===== src/rtl/scarv_cop_issue_if.sv =====
// Host/coprocessor handshake bundle for scarv_cop_issue.
// The master modport belongs to the issue block; the slave modport is the environment (host pipeline plus coprocessor).
interface scarv_cop_issue_if;
  logic        issue_valid;
  logic        issue_ready;
  logic [31:0] issue_instr;
  logic [31:0] issue_rs1;
  logic        cpu_insn_req;
  logic        cop_insn_ack;
  logic [31:0] cpu_insn_enc;
  logic [31:0] cpu_rs1;
  logic        cop_insn_rsp;
  logic        cpu_insn_ack;
  logic [2:0]  cop_insn_result;
  logic        cop_wen;
  logic [4:0]  cop_waddr;
  logic [31:0] cop_wdata;
  logic        wb_valid;
  logic        wb_ready;
  logic [2:0]  wb_result;
  logic        wb_wen;
  logic [4:0]  wb_waddr;
  logic [31:0] wb_wdata;

  modport master (
    input  issue_valid, issue_instr, issue_rs1, cop_insn_ack, cop_insn_rsp,
           cop_insn_result, cop_wen, cop_waddr, cop_wdata, wb_ready,
    output issue_ready, cpu_insn_req, cpu_insn_enc, cpu_rs1, cpu_insn_ack,
           wb_valid, wb_result, wb_wen, wb_waddr, wb_wdata
  );

  modport slave (
    output issue_valid, issue_instr, issue_rs1, cop_insn_ack, cop_insn_rsp,
           cop_insn_result, cop_wen, cop_waddr, cop_wdata, wb_ready,
    input  issue_ready, cpu_insn_req, cpu_insn_enc, cpu_rs1, cpu_insn_ack,
           wb_valid, wb_result, wb_wen, wb_waddr, wb_wdata
  );
endinterface


===== src/rtl/scarv_cop_issue.sv =====
// CPU-side coprocessor issue/response initiator with in-order outstanding tracking.
// Define SCARV_COP_ISSUE_TIMEOUT_EN to add a watchdog that injects status-7 responses.
module scarv_cop_issue #(
  parameter int MAX_OUTSTANDING = 4,
  parameter int TIMEOUT         = 1024
) (
  input  logic               g_clk,
  input  logic               g_rst,
  scarv_cop_issue_if.master  bus,
  output logic [3:0]         outstanding,
  output logic               err_unexpected
);

  typedef struct packed {
    logic [2:0]  result;
    logic        wen;
    logic [4:0]  waddr;
    logic [31:0] wdata;
  } rsp_t;

  generate
    if (MAX_OUTSTANDING < 1 || MAX_OUTSTANDING > 15 || TIMEOUT < 1) begin : g_bad_cfg
      $error("scarv_cop_issue: parameter out of range");
    end
  endgenerate

  logic        req_q, req_d;
  logic [31:0] enc_q, enc_d;
  logic [31:0] rs1_q, rs1_d;
  logic [3:0]  out_q, out_d;
  logic        wbv_q, wbv_d;
  rsp_t        wb_q, wb_d;
  logic        err_q, err_d;

  logic [4:0]  inflight;
  logic        issue_acc, req_ack, rsp_free, rsp_take, rsp_bad, to_fire;

  // The holding-register entry counts toward the in-flight limit.
  assign inflight        = {1'b0, out_q} + {4'd0, req_q};
  assign bus.issue_ready = (!req_q || bus.cop_insn_ack) && (inflight < 5'(MAX_OUTSTANDING));
  assign issue_acc       = bus.issue_valid && bus.issue_ready;
  assign req_ack         = req_q && bus.cop_insn_ack;

  assign rsp_free = !wbv_q || bus.wb_ready;
  assign rsp_take = bus.cop_insn_rsp && rsp_free && (out_q != 4'd0);
  assign rsp_bad  = bus.cop_insn_rsp && rsp_free && (out_q == 4'd0);

`ifdef SCARV_COP_ISSUE_TIMEOUT_EN
  localparam logic [31:0] WD_LIM = 32'(TIMEOUT - 1);
  logic [31:0] wdog_q, wdog_d;

  // A real response in the same cycle wins; the counter saturates so injection just waits.
  assign to_fire = (wdog_q == WD_LIM) && (out_q != 4'd0) && rsp_free && !bus.cop_insn_rsp;

  always_comb begin
    wdog_d = wdog_q;
    if (out_q == 4'd0 || rsp_take || to_fire) wdog_d = '0;
    else if (wdog_q != WD_LIM)                wdog_d = wdog_q + 32'd1;
  end

  always_ff @(posedge g_clk) begin
    if (g_rst) wdog_q <= '0;
    else       wdog_q <= wdog_d;
  end
`else
  assign to_fire = 1'b0;
`endif

  always_comb begin
    req_d = req_q;
    enc_d = enc_q;
    rs1_d = rs1_q;
    if (issue_acc) begin
      req_d = 1'b1;
      enc_d = bus.issue_instr;
      rs1_d = bus.issue_rs1;
    end else if (req_ack) begin
      req_d = 1'b0;
    end

    out_d = out_q;
    case ({req_ack, rsp_take || to_fire})
      2'b10:   out_d = out_q + 4'd1;
      2'b01:   out_d = out_q - 4'd1;
      default: out_d = out_q;
    endcase

    wbv_d = wbv_q;
    wb_d  = wb_q;
    if (rsp_take) begin
      wbv_d = 1'b1;
      wb_d  = '{result: bus.cop_insn_result, wen: bus.cop_wen,
                waddr: bus.cop_waddr, wdata: bus.cop_wdata};
    end else if (to_fire) begin
      wbv_d = 1'b1;
      wb_d  = '{result: 3'd7, wen: 1'b0, waddr: 5'd0, wdata: 32'd0};
    end else if (bus.wb_ready) begin
      wbv_d = 1'b0;
    end

    err_d = err_q || rsp_bad;
  end

  always_ff @(posedge g_clk) begin
    if (g_rst) begin
      req_q <= 1'b0;
      enc_q <= '0;
      rs1_q <= '0;
      out_q <= '0;
      wbv_q <= 1'b0;
      wb_q  <= '0;
      err_q <= 1'b0;
    end else begin
      req_q <= req_d;
      enc_q <= enc_d;
      rs1_q <= rs1_d;
      out_q <= out_d;
      wbv_q <= wbv_d;
      wb_q  <= wb_d;
      err_q <= err_d;
    end
  end

  assign bus.cpu_insn_req = req_q;
  assign bus.cpu_insn_enc = enc_q;
  assign bus.cpu_rs1      = rs1_q;
  assign bus.cpu_insn_ack = rsp_free;
  assign bus.wb_valid     = wbv_q;
  assign bus.wb_result    = wb_q.result;
  assign bus.wb_wen       = wb_q.wen;
  assign bus.wb_waddr     = wb_q.waddr;
  assign bus.wb_wdata     = wb_q.wdata;
  assign outstanding      = out_q;
  assign err_unexpected   = err_q;

endmodule

===== src/flat_wrapper.sv =====
// flat-port wrapper written by rule: the top's interface ports become plain ports
module scarv_cop_issue_flat 
#(
  parameter int MAX_OUTSTANDING = 4,
  parameter int TIMEOUT         = 1024
)
  (g_clk, g_rst, outstanding, err_unexpected, bus_issue_valid, bus_issue_instr, bus_issue_rs1, bus_cop_insn_ack, bus_cop_insn_rsp, bus_cop_insn_result, bus_cop_wen, bus_cop_waddr, bus_cop_wdata, bus_wb_ready, bus_issue_ready, bus_cpu_insn_req, bus_cpu_insn_enc, bus_cpu_rs1, bus_cpu_insn_ack, bus_wb_valid, bus_wb_result, bus_wb_wen, bus_wb_waddr, bus_wb_wdata);
  scarv_cop_issue_if bus_i ();
  input  logic g_clk;
  input  logic g_rst;
  output logic [3:0] outstanding;
  output logic err_unexpected;
  input wire logic [$bits(bus_i.issue_valid)-1:0] bus_issue_valid;
  input wire logic [$bits(bus_i.issue_instr)-1:0] bus_issue_instr;
  input wire logic [$bits(bus_i.issue_rs1)-1:0] bus_issue_rs1;
  input wire logic [$bits(bus_i.cop_insn_ack)-1:0] bus_cop_insn_ack;
  input wire logic [$bits(bus_i.cop_insn_rsp)-1:0] bus_cop_insn_rsp;
  input wire logic [$bits(bus_i.cop_insn_result)-1:0] bus_cop_insn_result;
  input wire logic [$bits(bus_i.cop_wen)-1:0] bus_cop_wen;
  input wire logic [$bits(bus_i.cop_waddr)-1:0] bus_cop_waddr;
  input wire logic [$bits(bus_i.cop_wdata)-1:0] bus_cop_wdata;
  input wire logic [$bits(bus_i.wb_ready)-1:0] bus_wb_ready;
  output wire logic [$bits(bus_i.issue_ready)-1:0] bus_issue_ready;
  output wire logic [$bits(bus_i.cpu_insn_req)-1:0] bus_cpu_insn_req;
  output wire logic [$bits(bus_i.cpu_insn_enc)-1:0] bus_cpu_insn_enc;
  output wire logic [$bits(bus_i.cpu_rs1)-1:0] bus_cpu_rs1;
  output wire logic [$bits(bus_i.cpu_insn_ack)-1:0] bus_cpu_insn_ack;
  output wire logic [$bits(bus_i.wb_valid)-1:0] bus_wb_valid;
  output wire logic [$bits(bus_i.wb_result)-1:0] bus_wb_result;
  output wire logic [$bits(bus_i.wb_wen)-1:0] bus_wb_wen;
  output wire logic [$bits(bus_i.wb_waddr)-1:0] bus_wb_waddr;
  output wire logic [$bits(bus_i.wb_wdata)-1:0] bus_wb_wdata;
  assign bus_i.issue_valid = bus_issue_valid;
  assign bus_i.issue_instr = bus_issue_instr;
  assign bus_i.issue_rs1 = bus_issue_rs1;
  assign bus_i.cop_insn_ack = bus_cop_insn_ack;
  assign bus_i.cop_insn_rsp = bus_cop_insn_rsp;
  assign bus_i.cop_insn_result = bus_cop_insn_result;
  assign bus_i.cop_wen = bus_cop_wen;
  assign bus_i.cop_waddr = bus_cop_waddr;
  assign bus_i.cop_wdata = bus_cop_wdata;
  assign bus_i.wb_ready = bus_wb_ready;
  assign bus_issue_ready = bus_i.issue_ready;
  assign bus_cpu_insn_req = bus_i.cpu_insn_req;
  assign bus_cpu_insn_enc = bus_i.cpu_insn_enc;
  assign bus_cpu_rs1 = bus_i.cpu_rs1;
  assign bus_cpu_insn_ack = bus_i.cpu_insn_ack;
  assign bus_wb_valid = bus_i.wb_valid;
  assign bus_wb_result = bus_i.wb_result;
  assign bus_wb_wen = bus_i.wb_wen;
  assign bus_wb_waddr = bus_i.wb_waddr;
  assign bus_wb_wdata = bus_i.wb_wdata;
  scarv_cop_issue #(.MAX_OUTSTANDING(MAX_OUTSTANDING), .TIMEOUT(TIMEOUT)) u_core (.g_clk(g_clk), .g_rst(g_rst), .bus(bus_i), .outstanding(outstanding), .err_unexpected(err_unexpected));
endmodule

===== config.mk =====
export PLATFORM = sky130hd
export DESIGN_NAME = scarv_cop_issue_flat
export DESIGN_NICKNAME = d
export VERILOG_FILES = /design/src/rtl/scarv_cop_issue_if.sv /design/src/rtl/scarv_cop_issue.sv /design/src/flat_wrapper.sv
export SDC_FILE = /design/constraint.sdc
export NUM_CORES = 1
export LEC_CHECK = 0
export CAP_MARGIN = 10
export CORE_MARGIN = 3
export CORE_UTILIZATION = 55
export CTS_BUF_LIST = sky130_fd_sc_hd__clkbuf_4
export CTS_CLUSTER_SIZE = 24
export DETAILED_ROUTE_END_ITERATION = 10
export DONT_BUFFER_PORTS = 1
export GPL_ROUTABILITY_DRIVEN = 0
export GPL_TIMING_DRIVEN = 1
export PLACE_DENSITY = 0.72
export REMOVE_ABC_BUFFERS = 1
export SLEW_MARGIN = 15
export SYNTH_ARGS = -nofsm -noshare
export SYNTH_HDL_FRONTEND = slang
export SYNTH_SLANG_ARGS = --single-unit

===== constraint.sdc =====
create_clock -name g_clk -period 3.8 [get_ports g_clk]
set_input_delay 0.76 -clock g_clk [delete_from_list [all_inputs] [get_ports g_clk]]
set_output_delay 0.76 -clock g_clk [all_outputs]
set_load 0.05 [all_outputs]

# ---- After elaboration in Yosys (flattened, before gate mapping)
# Index checks and enable logic that the tools add are counted.
dict set report classes {
  addsub 3
  order_cmp 1
  eq_ne 2
  mux 5
  reduce_logical 16
}
# op count
set ops {}
lappend ops {{4-bit one-hot mux with 2 select lines} 1}
lappend ops {{1-bit logical AND} 6}
lappend ops {{2-bit nonzero test} 3}
lappend ops {{4-bit by 1-bit adder with 5-bit output} 1}
lappend ops {{5-bit by 3-bit < comparator with 1-bit output (second input constant)} 1}
lappend ops {{4-bit by 1-bit adder with 4-bit output (second input constant)} 1}
lappend ops {{4-bit logical NOT} 1}
lappend ops {{1-bit two-way mux} 4}
lappend ops {{4-bit nonzero test} 1}
lappend ops {{4-bit by 1-bit subtractor with 4-bit output (second input constant)} 1}
lappend ops {{1-bit logical OR} 3}
lappend ops {{2-bit by 1-bit equality test with 1-bit output (second input constant)} 1}
lappend ops {{2-bit equality test (second input constant)} 1}
lappend ops {{1-bit logical NOT} 2}
dict set report totals {
  reg_bits 112
  output_inout_bits 114
}

# ---- Logic depth before layout (Yosys ltp)
# Gate-level depths: netlist of run 1.
dict set report logic_depth {
  ltp_word 6
  mapped_depth 12
  ltp_nobuf 10
}

# ---- Worst setup path after synthesis of run 1
# Ideal clock, no wire load.
dict set report synth_path {
  path_type {input -> register}
  from {in bus_wb_ready}
  to {reg u_core.out_q[2] (netlist: u_core.outstanding[2])}
  setup_time_ns 0.070
  arrival_ns 2.935
  required_ns 3.730
  slack_ns 0.795
  cell_stages 11
  n_path_buf 1
  cell_sequence {nand2b_1 nand3_4 inv_2 buf_6 ha_1 xor2_1 ha_1 a21oi_1 xor2_1 or3_1 a21oi_1}
}
dict set report synth_via {
  elab_chain_len 5
  elab_cells_between_ends 7
  classes_between {eq/ne: 2; mux: 1; reduce/logical: 4}
}
# element line
set synth_lines {}
lappend synth_lines {{start: declaration} flat_wrapper.sv:22} ;# input wire logic [$bits(bus_i.wb_ready)-1:0] bus_wb_ready;
lappend synth_lines {{1-bit logical OR (*)} scarv_cop_issue.sv:44} ;# assign rsp_free = !wbv_q || bus.wb_ready;
lappend synth_lines {{1-bit logical AND (*) (2 in series)} scarv_cop_issue.sv:45} ;# assign rsp_take = bus.cop_insn_rsp && rsp_free && (out_q != 4'd0);
lappend synth_lines {{named net u_core.rsp_take} scarv_cop_issue.sv:36} ;# logic issue_acc, req_ack, rsp_free, rsp_take, rsp_bad, to_fire;
lappend synth_lines {{2-bit by 1-bit equality test with 1-bit output or 2-bit equality test (tied branches)} scarv_cop_issue.sv:82} ;# case ({req_ack, rsp_take || to_fire})
lappend synth_lines {{4-bit one-hot mux with 2 select lines or 2-bit nonzero test (tied branches)} --}
lappend synth_lines {{end signal: assignment} scarv_cop_issue.sv:117} ;# out_q <= out_d;
lappend synth_lines {{end: declaration} scarv_cop_issue.sv:30} ;# logic [3:0] out_q, out_d;
# Mark *: on every way through the listed nets, which the timed path passes. The rest lies on a longest branch.
# A chain may end at the register's enable or synchronous reset.

# ---- Worst setup path in the final report of run 1
dict set report layout_path {
  from {reg u_core.out_q[2] (netlist: u_core.outstanding[2])}
  to {reg u_core.out_q[2] (netlist: u_core.outstanding[2])}
}
dict set report layout_via {
  elab_chain_len 4
  elab_cells_between_ends 8
  classes_between {add/sub: 2; eq/ne: 2; mux: 1; reduce/logical: 3}
}
# element
set layout_lines {}
lappend layout_lines {{branches (longest 4 deep; another with 4-bit by 1-bit subtractor with 4-bit output)}}
# Several ways; the timed one is not identified.

==> impl_metrics.yaml, run 1 <==
status:
  outcome: "complete, no violations"
yosys:
  synth_xor_area_frac: 0.00648
  ys_types: 28
  yosysSeqAreaShare: 0.553
  synthCells: 503
  netlist_area_um2: 4050
  yosysWarnings: 0
  synth.area.top_cells: "dfxtp_1 55%, nand2_1 20%, a21oi_1 13%, buf_6 2.2%, buf_2 1.6%"
  synth.largest_area_cell: "dfxtp_1"
  synth_top_area_share: 0.553
  synthSimpleGateAreaFrac: 0.220
  synthMuxAreaShare: 0.00525
  synth_seq_cells: 112
  synth_top_family_by_area: "simple AND/OR/NAND/NOR gates"
  yosys.area_share.adder: 0.00926
  synth.avg_cell_area_um2: 8.06
  synth_compound_area_frac: 0.151
cts:
  cts_hold_buf: 0
  clkLatencyLatePin_ps: 440
  ctsResizeCount: 0
  cts_buffer_depth: 2
  cts_buffers: 9
  clock-root-buffer: "clkbuf_4"
  post_cts_buffers: 0
  cts.sinks: 112
  htreeDepth: 3
  cts_tree: "done"
  cts.clk_slew.worst_paths_ps: 170
final_layout:
  final_cells: 587
  fillers: 636
  final_util: 0.594
  drive_gt1_frac: 0.0570
  areaGrowthSynthToFinish_pct: 2.41
  final_nets: 600
  diodes: 0
sta:
  max_freq_mhz: 321
  period_minus_slack_ps: 3120
  worst_slew_pin_slew_ps: 694
  setup-tns-final_ps: 0
  rsz0062_at_grt: "no"
  relSlewSlack: 0.537
  hold_viol_final: 0
  hold-worst-slack_ps: 354
  setup_violations: 0
  finalCritPeriodShare: 0.820
  drv_slew: 0
  skew_ps: 24.3
routing:
  wl_per_cell_um: 16.6
  wirelength_um: 9720
  ant_nets: 0
  vias_per_cell: 5.55
  first_iter_violations: 138
  first_pass_iters: 5
  vias: 3258
  drc: 0
floorplan:
  io_pins: 225
  rows: 30
  coreArea_um2: 6980
  die_h_um: 91.8
  die_w_um: 91.8
  start_util: 0.580
  design.die.area_um2: 8430
worst_setup_path:
  critPathRequiredTime_ps: 4180
  cp_cell_sequence: "or4_4 -> nand3_4 -> inv_2 -> ha_1 -> xor2_1 -> ha_1 -> a21oi_1 -> xor2_1 -> or3_1 -> a21oi_1"
  cpMaxStageDelayCell: "dfxtp_1"
  critPathCaptureType: "flop"
  reg2reg_slack_ps: 680
  critPathMaxStageDelay_ps: 800
  cp.arrival_ps: 3490
  critical_path_class: "reg2reg"
  r2r_start: "u_core.outstanding[2]"
  path_delay_family: "flip-flops"
  crit_path_start_kind: "flop"
  timing.rr.end: "u_core.outstanding[2]"
  r2r_cells: 10
  cp_num_buf_inv: 1
  critPathMaxFanout: 43
hold_path:
  min-delay-start: "g_rst"
  hold_path_depth: 1
  worstHoldEndpoint: "u_core.bus.cpu_rs1[6]"
  hp-class: "in2reg"
placement:
  io_buffers: 0
  dpl.cell_count: 571
  dp_hpwl_um: 6890
pwr:
  intPower_uw: 1760
  p_leak_uw: 0.00151
  p_sw_frac: 0.482
  vdd_ir_drop_max_mv: 0.331
  clock_power_share: 0.156
  seqPwrFrac: 0.627
  p_sw_uw: 1640
  power.density_nw_per_um2: 821
  combinationalPowerShare: 0.217
global_route:
  grt_pass1_wl_um: 14800
  grt-ovfl-total: 0
  grt_max_degree: 114
  antenna_found_initial: 0
  grt_use_total: 0.218
  grt_pass1_vias: 2988
flow_run:
  cap_violations: 0
cells in the mapped netlist:
library cell  count
nor3b_1           1
buf_2            13
dfxtp_1         112
o211ai_1          1
or4_4             1
buf_4             1
inv_1             1
o21ai_0           2
clkbuf_1         13
or3_1             1
nor2_1            7
inv_2             1
nand2_1         213
o22ai_1           1
nand3_4           1
buf_6             8
nor2b_1           1
mux2_2            1
a21boi_0          1
o211a_1           1
xor2_1            3
a41oi_1           1
o21a_1            1
ha_1              3
nand2b_1          3
a32o_1            1
mux2i_1           1
a21oi_1         109
metrics by stage:
| stage | power, µW | instance area (µm²) | setup slack, ps |
|---|---|---|---|
| CTS | 3420 | 4150 | 680 |
| finish | 3410 | 4150 | 683 |
| global placement | 2870 | 4030 | 848 |
| detailed placement | 2910 | 4030 | 710 |
| global route | 3580 | 4150 | 476 |
| floorplan | 2690 | 3840 | 104 |
cell usage in the layout, fill, tap and decap left out, types with 2 or more instances in the layout:
cell type,synthesis,layout
buf_4,1,6
nand2b_1,3,3
nand2_1,213,213
o21ai_0,2,2
ha_1,3,3
clkinvlp_4,0,2
a21oi_1,109,109
clkbuf_4,0,11
nor2_1,7,7
dfxtp_1,112,112
xor2_1,3,3
clkinv_4,0,2
state kept, by name (all words and copies together), names as in the netlist:
signal / flops
u_core.err_unexpected: 1
u_core.bus.wb_valid: 1
u_core.bus.cpu_insn_enc: 32
u_core.bus.wb_waddr: 5
u_core.bus.cpu_insn_req: 1
u_core.bus.wb_wen: 1
u_core.bus.wb_wdata: 32
u_core.bus.wb_result: 3
u_core.bus.cpu_rs1: 32
u_core.outstanding: 4
logic make-up after synthesis:
| kind of cell | Yosys count |
|---|---|
| XOR/XNOR | 3 |
| buffers and inverters | 37 |
| adder cells (fa/ha/maj) | 3 |
| flip-flops | 112 |
| multiplexers | 2 |
| AND/OR/NAND/NOR | 228 |
| AO/OA/AOI/OAI | 118 |
layer usage:
layer,global-route usage,wire length [µm],vias to the layer above
met5,0,0,-
met4,0.0941,183,0
met3,0.0960,1250,16
met2,0.356,4640,172
met1,0.247,3650,1485
li1,-,-,1585
power by group through the flow:
stage / logic, µW / registers (µW) / clock network (µW)
3_5_place_dp: 743 / 2170 / 0
2_1_floorplan: 517 / 2170 / 0
3_3_place_gp: 709 / 2160 / 0
6_report: 737 / 2140 / 533
4_1_cts: 743 / 2140 / 541
5_1_grt: 832 / 2160 / 589
cell type report:
type / count / area (µm²) / area share
sequential: 112 / 2240 / 0.540
multi-input combinational: 354 / 1590 / 0.383
tap: 96 / 120 / 0.0289
clock buffer: 11 / 82.6 / 0.0199
timing repair buffer: 7 / 65.1 / 0.0157
clock inverter: 5 / 41.3 / 0.00995
inverter: 2 / 7.51 / 0.00181
worst max path at each step:
stage	depth (start not counted)	slack [ps]	endpoint	startpoint
finish	10	680	u_core.outstanding[2]	u_core.outstanding[2]
detailed placement	10	710	u_core.outstanding[2]	u_core.outstanding[2]
CTS	10	680	u_core.outstanding[2]	u_core.outstanding[2]
global route	10	480	u_core.outstanding[2]	u_core.outstanding[2]
floorplan	4	100	u_core.bus.cpu_insn_enc[0]	u_core.outstanding[1]
global placement	10	850	u_core.outstanding[2]	u_core.outstanding[2]
No activity file was read; power rests on OpenSTA's default activity.
==> inputs of run 2 (changes only) <==
==> constraint.sdc (replaced) <==
create_clock -name g_clk -period 3.27 [get_ports g_clk]
set_input_delay 0.654 -clock g_clk [delete_from_list [all_inputs] [get_ports g_clk]]
set_output_delay 0.654 -clock g_clk [all_outputs]
set_load 0.05 [all_outputs]
==> run 2 against run 1 <==
  * Clock skew shrank 9.8 ps
  * Sequential share of layout area shrank 0.36 points
  * Sequential cell count is the same
  * Clock power grew 13%
  * Count of clock-buffer cells in the layout shrank 1
  * Setup slack gained 54 ps
  * Combinational power grew 22%
  * Non-clock buffer count grew 4
  * Critical endpoint is now u_core.outstanding[3]
==> impl_metrics.yaml, run 2 (synthesis results as in run 1) <==
status:
  outcome: "complete, no violations"
global_route:
  grt_pass1_vias: 3057
  antenna_found_initial: 0
  grt-ovfl-total: 0
  grt_use_total: 0.223
  grt_pass1_wl_um: 15000
  grt_max_degree: 114
sta:
  worst_slew_pin_slew_ps: 634
  setup-tns-final_ps: 0
  setup_violations: 0
  max_freq_mhz: 395
  hold_viol_final: 0
  period_minus_slack_ps: 2530
  drv_slew: 0
  rsz0062_at_grt: "no"
  finalCritPeriodShare: 0.775
  skew_ps: 14.5
  hold-worst-slack_ps: 265
  relSlewSlack: 0.577
cts:
  cts.sinks: 112
  htreeDepth: 3
  clock-root-buffer: "clkbuf_4"
  cts_tree: "done"
  cts_buffer_depth: 2
  cts_buffers: 9
  ctsResizeCount: 0
  cts.clk_slew.worst_paths_ps: 160
  post_cts_buffers: 0
  clkLatencyLatePin_ps: 440
  cts_hold_buf: 0
worst_setup_path:
  cpMaxStageDelayCell: "or4_4"
  crit_path_start_kind: "flop"
  setup.worst_path.end: "u_core.outstanding[3]"
  critPathRequiredTime_ps: 3610
  r2r_start: "u_core.outstanding[0]"
  path_delay_family: "simple AND/OR/NAND/NOR gates"
  critPathCaptureType: "flop"
  critPathMaxFanout: 42
  timing.rr.end: "u_core.outstanding[3]"
  r2r_cells: 8
  cp.depth: 8
  critical_path_class: "reg2reg"
  cp.arrival_ps: 2870
  cp_cell_sequence: "or4_4 -> nand3_4 -> inv_2 -> buf_4 -> ha_1 -> nor3b_1 -> a32o_1 -> mux2_2"
  reg2reg_slack_ps: 740
  critPathLaunch: "u_core.outstanding[0]"
  critPathMaxStageDelay_ps: 560
  cp_num_buf_inv: 2
floorplan:
  coreArea_um2: 6980
  rows: 30
  design.die.area_um2: 8430
  io_pins: 225
  die_w_um: 91.8
  start_util: 0.580
  die_h_um: 91.8
placement:
  io_buffers: 0
  dpl-instance-area_um2: 4060
  dp_hpwl_um: 6980
final_layout:
  diodes: 0
  final_nets: 604
  drive_gt1_frac: 0.0646
  final_common_cell: "nand2_1"
  fin_area_um2: 4180
  areaGrowthSynthToFinish_pct: 3.09
  mostFrequentLayoutCells: "213 x nand2_1, 112 x dfxtp_1, 109 x a21oi_1, 10 x clkbuf_4, 10 x buf_4"
flow_run:
  cap_violations: 0
routing:
  ant_nets: 0
  vias: 3190
  drc: 0
  vias_per_cell: 5.40
  first_iter_violations: 106
  wirelength_um: 9710
  first_pass_iters: 4
  wl_per_cell_um: 16.4
pwr:
  p_leak_uw: 0.00153
  total_power_uw: 3960
  power.density_nw_per_um2: 947
  vdd_ir_drop_max_mv: 0.432
hold_path:
  hp-class: "in2reg"
run 2: changes by cell type in the layout (fill, tap and decap cells not counted):
cell / before / now
clkbuf_4: 11 / 10
buf_4: 6 / 10
clkinv_4: 2 / 3
clkinv_2: 0 / 1
inv_6: 1 / 0
run 2: worst min path at each step:
stage | startpoint | to | slack [ps] | depth (start not counted)
after floorplan | u_core.bus.cpu_insn_enc[0] | u_core.bus.cpu_insn_enc[0] | 670 | 2
after global placement | u_core.outstanding[1] | u_core.bus.wb_valid | 650 | 3
after detailed placement | u_core.bus.cpu_insn_req | u_core.bus.cpu_insn_req | 660 | 3
after CTS | g_rst | u_core.bus.cpu_insn_enc[21] | 230 | 1
after global routing | g_rst | u_core.bus.cpu_rs1[6] | 220 | 1
final | g_rst | u_core.bus.cpu_rs1[29] | 260 | 1
run 2: report_power, final:
| part | switching, µW | internal [µW] | total [µW] | leakage (µW) |
|---|---|---|---|---|
| Combinational | 603 | 296 | 899 | 0.000547 |
| Sequential | 868 | 1590 | 2460 | 0.000917 |
| Clock | 432 | 168 | 601 | 0.0000626 |
run 2: cell type report:
class                      count  area (µm²)
multi-input combinational    354        1590
tap                           96         120
clock inverter                 6        46.3
fill                         623        2800
inverter                       2        7.51
clock buffer                  10        75.1
timing repair buffer          11        95.1
sequential                   112        2240
run 2: metrics by stage:
stage          instances  worst slack (ps)  utilization
2_1_floorplan        468              -426            -
3_3_place_gp         575               789        0.581
3_5_place_dp         575               714        0.581
4_1_cts              591               721        0.598
5_1_grt              591               613        0.598
6_report             591               737        0.598
run 2: per-layer routing:
layer | GRT usage | routed length [µm] | vias up
li1 | - | - | 1590
met1 | 0.241 | 3370 | 1416
met2 | 0.370 | 4750 | 167
met3 | 0.112 | 1360 | 17
met4 | 0.0928 | 234 | 0
met5 | 0 | 0 | -
